**config.mk**
```make
export PLATFORM = sky130hd
export DESIGN_NAME = seq_divider
export DESIGN_NICKNAME = d
export VERILOG_FILES = /design/src/rtl/seq_divider.sv
export SDC_FILE = /design/constraint.sdc
export NUM_CORES = 1
export LEC_CHECK = 0
export BUFFER_PORTS_ARGS = -buffer_cell sky130_fd_sc_hd__buf_4
export CORE_MARGIN = 3
export CORE_UTILIZATION = 30
export CTS_BUF_LIST = sky130_fd_sc_hd__clkbuf_4
export DETAILED_ROUTE_END_ITERATION = 10
export SYNTH_ARGS = -nofsm -noshare
export SYNTH_HDL_FRONTEND = slang
export SYNTH_SLANG_ARGS = --single-unit
```
**constraint.sdc**
```tcl
create_clock -name clk -period 4.9 [get_ports clk]
set_input_delay 0.98 -clock clk [delete_from_list [all_inputs] [get_ports clk]]
set_output_delay 0.98 -clock clk [all_outputs]
set_load 0.03 [all_outputs]
```
**src/rtl/seq_divider.sv**
```systemverilog
// Iterative radix-2 restoring divider: one quotient bit per cycle on operand
// magnitudes, followed by a sign-correction cycle that registers the results.
module seq_divider #(
  parameter int unsigned WIDTH = 64
) (
  input  logic             clk,
  input  logic             reset,
  input  logic             start,
  input  logic             is_signed,
  input  logic [WIDTH-1:0] a,
  input  logic [WIDTH-1:0] b,
  output logic             busy,
  output logic             done,
  output logic [WIDTH-1:0] q,
  output logic [WIDTH-1:0] r,
  output logic             div_by_zero
);

  localparam int unsigned CW = $clog2(WIDTH + 1);

  typedef enum logic [1:0] {
    IDLE = 2'd0,
    ITER = 2'd1,
    FIX  = 2'd2
  } state_e;

  state_e           state_q, state_d;
  logic [CW-1:0]    cnt_q, cnt_d;
  logic [WIDTH-1:0] rem_q, rem_d;
  logic [WIDTH-1:0] dvd_q, dvd_d;
  logic [WIDTH-1:0] dvs_q, dvs_d;
  logic             qneg_q, qneg_d;
  logic             rneg_q, rneg_d;
  logic             zero_q, zero_d;
  logic             busy_q, busy_d;
  logic             done_q, done_d;
  logic             dbz_q, dbz_d;
  logic [WIDTH-1:0] q_q, q_d;
  logic [WIDTH-1:0] r_q, r_d;

  logic             a_neg, b_neg;
  logic [WIDTH:0]   shifted;
  logic             fits;
  logic [WIDTH-1:0] diff;

  always_comb begin
    state_d = state_q;
    cnt_d   = cnt_q;
    rem_d   = rem_q;
    dvd_d   = dvd_q;
    dvs_d   = dvs_q;
    qneg_d  = qneg_q;
    rneg_d  = rneg_q;
    zero_d  = zero_q;
    done_d  = 1'b0;
    dbz_d   = dbz_q;
    q_d     = q_q;
    r_d     = r_q;

    a_neg   = is_signed & a[WIDTH-1];
    b_neg   = is_signed & b[WIDTH-1];

    // Shifted remainder can exceed WIDTH bits, but the difference fits whenever
    // the subtraction is kept, so only the low WIDTH bits are needed.
    shifted = {rem_q, dvd_q[WIDTH-1]};
    fits    = (shifted >= {1'b0, dvs_q});
    diff    = shifted[WIDTH-1:0] - dvs_q;

    case (state_q)
      IDLE: begin
        if (start) begin
          rem_d   = '0;
          dvd_d   = a_neg ? -a : a;
          dvs_d   = b_neg ? -b : b;
          qneg_d  = a_neg ^ b_neg;
          rneg_d  = a_neg;
          zero_d  = (b == '0);
          cnt_d   = CW'(WIDTH);
          state_d = ITER;
        end
      end
      ITER: begin
        dvd_d = {dvd_q[WIDTH-2:0], fits};
        rem_d = fits ? diff : shifted[WIDTH-1:0];
        cnt_d = cnt_q - CW'(1);
        if (cnt_q == CW'(1)) begin
          state_d = FIX;
        end
      end
      FIX: begin
        // With a zero divisor every trial succeeds, leaving |a| in rem, so the
        // normal remainder sign fix reproduces the original dividend.
        q_d     = zero_q ? '1 : (qneg_q ? -dvd_q : dvd_q);
        r_d     = rneg_q ? -rem_q : rem_q;
        dbz_d   = zero_q;
        done_d  = 1'b1;
        state_d = IDLE;
      end
      default: state_d = IDLE;
    endcase

    busy_d = (state_d != IDLE);
  end

  always_ff @(posedge clk or negedge reset) begin
    if (!reset) begin
      state_q <= IDLE;
      cnt_q   <= '0;
      rem_q   <= '0;
      dvd_q   <= '0;
      dvs_q   <= '0;
      qneg_q  <= 1'b0;
      rneg_q  <= 1'b0;
      zero_q  <= 1'b0;
      busy_q  <= 1'b0;
      done_q  <= 1'b0;
      dbz_q   <= 1'b0;
      q_q     <= '0;
      r_q     <= '0;
    end else begin
      state_q <= state_d;
      cnt_q   <= cnt_d;
      rem_q   <= rem_d;
      dvd_q   <= dvd_d;
      dvs_q   <= dvs_d;
      qneg_q  <= qneg_d;
      rneg_q  <= rneg_d;
      zero_q  <= zero_d;
      busy_q  <= busy_d;
      done_q  <= done_d;
      dbz_q   <= dbz_d;
      q_q     <= q_d;
      r_q     <= r_d;
    end
  end

  assign busy        = busy_q;
  assign done        = done_q;
  assign q           = q_q;
  assign r           = r_q;
  assign div_by_zero = dbz_q;

endmodule

```
==> results.yml <==
global_route:
  antenna_found_initial: 11
  grt_pass1_wl_mm: 114
  overflow: 0
  grt_pass1_vias: 19509
  grt_max_degree: 128
  grt_usage_pct: 18.5
timing:
  rsz0062_at_grt: "false"
  relSlewSlack_pct: 14.2
  fin_tns_setup_ns: 0
  drv_slew: 0
  fmax_mhz: 229
  layout_setup_ws_ns: 0.527
  tightest_slew_ns: 1.28
  finClkSkew_ns: 0.102
  timing.final.crit_share_pct: 89.2
  setup_viol: 0
  final_hold_viol_count: 0
  fin_crit_ns: 4.37
floorplan:
  initial_utilization_pct: 30.4
  die_area_mm2: 0.0775
  die_h_um: 278
  die_w_um: 278
  top_level_ports: 263
  num_rows: 99
  core_area_mm2: 0.0732
status:
  status: "finished, final reports clean"
final_layout:
  n_fill_cell: 7618
  areaGrowthSynthToFinish_pct: 18.7
  drive_gt1_share_pct: 15.8
  multi_input_area_mm2: 0.0130
  stdcell_count: 3946
  seq_area_mm2: 0.00839
  design_area_mm2: 0.0264
  nets: 3118
clocking:
  htreeDepth: 3
  cts_setup_buffers: 0
  cts_resized: 0
  clock_latency_ns: 0.84
  clock_sinks: 335
  clk_pin_slew_ns: 0.06
  cts_tree: "done"
  root_buffer: "clkbuf_4"
  hold_buffers: 0
  cts_buffers: 90
  cts_buffer_depth: 3
synthesis:
  yosysMostFrequentCell: "o21ai_0"
  netlist_top_cells_area: "dfrtp_1 (38%), o21ai_0 (7.9%), xor2_1 (7.7%), nand2_1 (5.8%), xnor2_1 (4.3%)"
  synthDistinctLibCells: 70
  synth_edf_count: 0
  synthFlopType: "dfrtp_1"
  synthesis.nets: 2875
  yosysTopAreaCellShare_pct: 37.7
  syn_inst: 2672
  avgSynthCellArea_um2: 8.33
  ys_ff_latch: 335
  yosysWarnings: 0
  ys_seq_area_share_pct: 37.7
  synth_top_area_cell: "dfrtp_1"
  async_flop_share_pct: 100
  synth_common_cells: "o21ai_0 (350), nand2_1 (341), dfrtp_1 (335)"
  syn-cell-area_mm2: 0.0223
pwr:
  power.density_mw_per_mm2: 706
  seq_power_share_pct: 28.5
  swShare_pct: 48.7
  intPower_mw: 9.56
  p_sw_mw: 9.09
  leakagePower_nw: 11.6
  ir_drop_uv: 336
  power.share.clock_pct: 13.3
  comb_power_share_pct: 58.3
  total_power_mw: 18.7
detailed_routing:
  drt-pass1-iter-count: 5
  vias: 20233
  viasPerCell: 5.13
  antenna_left: 0
  dr.first_iter.drc_count: 1450
  finalWirelength_mm: 73.6
  post_drt_wl_per_cell_um: 18.7
  drcViolationCount: 0
setup_path:
  crit_path_top_delay_cell: "nand2_1"
  start_kind: "flip-flop"
  cp.arrival_ns: 4.98
  max_stage_delay_ns: 0.64
  worstSetupPathType: "reg -> reg"
  crit_path_frequent_cell: "o21ai_0"
  r2r_slack_ns: 0.53
  path_cells: "ha_1 -> a21o_1 -> a31o_2 -> o21ai_0 -> a31oi_1 -> nor2_1 -> o21ai_0 -> buf_4 -> a211oi_1 -> o31ai_4 -> nand2_1 -> o221ai_1"
  end_kind: "flip-flop"
  critical_path.max_fanout: 19
  cp.required_ns: 5.51
place:
  dp.cells: 3782
  post-dp-hpwl_mm: 56.8
  dpl_worst_slack_ns: 0.551
  place.gp.congestion: 0.900
  placed_area_mm2: 0.0253
  port-buffer-count: 262
worst_hold_path:
  worstHoldPathType: "in -> async"
flow_run:
  drv_cap: 0
==> power by group through the flow <==
stage	registers [mW]	clock network (mW)	logic [mW]
after floorplan	5.08	0	7.64
after global placement	5.26	0	10.7
after detailed placement	5.32	0	10.7
after CTS	5.27	2.57	10.8
after global routing	5.47	2.71	12.1
final	5.31	2.47	10.9
==> sequential cells by signal, indices dropped and copies added (netlist names) <==
signal and cells:
busy 1, cnt_q 7, div_by_zero 1, done 1, dvd_q 64, dvs_q 64, q 64, qneg_q 1
r 64, rem_q 64, rneg_q 1, state_q 2, zero_q 1
==> layout make-up <==
type	count	share of cell area (%)
inverters	95	1.35
repair buffers	297	8.75
multi-input cells	2096	49.3
clock buffers	126	3.58
well taps	959	4.54
flip-flops and latches	335	31.7
clock inverters	29	0.654
diodes	9	0.0853
==> placed cells by master, fill, tap and decap left out, types with 26 or more instances in the layout <==
master	count
or3_1	45
xnor2_1	109
nor2_1	181
nor4_1	26
o21ai_0	350
ha_1	70
o31ai_1	68
a21o_1	35
xor2_1	196
dfrtp_1	333
buf_4	290
inv_1	93
nand3_1	38
a21oi_1	188
nor3_1	53
a22oi_1	51
clkbuf_4	126
nand2_1	341
mux2i_1	42
==> path summary, 6_finish.rpt <==
kind | from | end | cells after the start
max | rem_q[3] | dvd_q[0] | 12
min | reset | q[36] | 1
max reg2reg | rem_q[3] | dvd_q[0] | 12
min reg2reg | q[55] | q[55] | 2
max in group asynchronous | reset | dvs_q[5] | 2
min in group clk | a[63] | dvd_q[63] | 3
==> critical path, delay by kind of cell (launching register included) <==
kind,cells,cell delay [ns]
AOI/OAI and AO/OA,8,2.26
adders and majority gates,1,0.39
DFF,1,0.47
buffers and inverters,1,0.17
and+or+nand+nor,2,0.87
==> routing by layer <==
metal  part of all wire [%]  up-vias  GRT usage [%]
met5                  0.018        -              0
met4                    2.6        2           7.03
li1                       -    10046              -
met1                     48     9546           26.5
met3                    6.4      104           3.88
met2                     43      535           27.3
==> logic make-up after synthesis <==
family | after synthesis | synth area share, %
and+or+nand+nor | 837 | 17.7
adders and majority gates | 71 | 4.03
muxes | 42 | 1.89
DFF | 335 | 37.7
xor gates and xnor gates | 305 | 12.0
AOI/OAI and AO/OA | 841 | 22.7
buffers and inverters | 241 | 4.07
==> per-stage QoR <==
step / utilization, % / hold WS, ns
finish: 36.1 / 0.222
global route: 36.1 / 0.244
CTS: 36.1 / 0.161
detailed placement: 34.5 / 0.458
global placement: 34.5 / 0.454
floorplan: - / 0.436
Power figures use the tool's default switching activity.
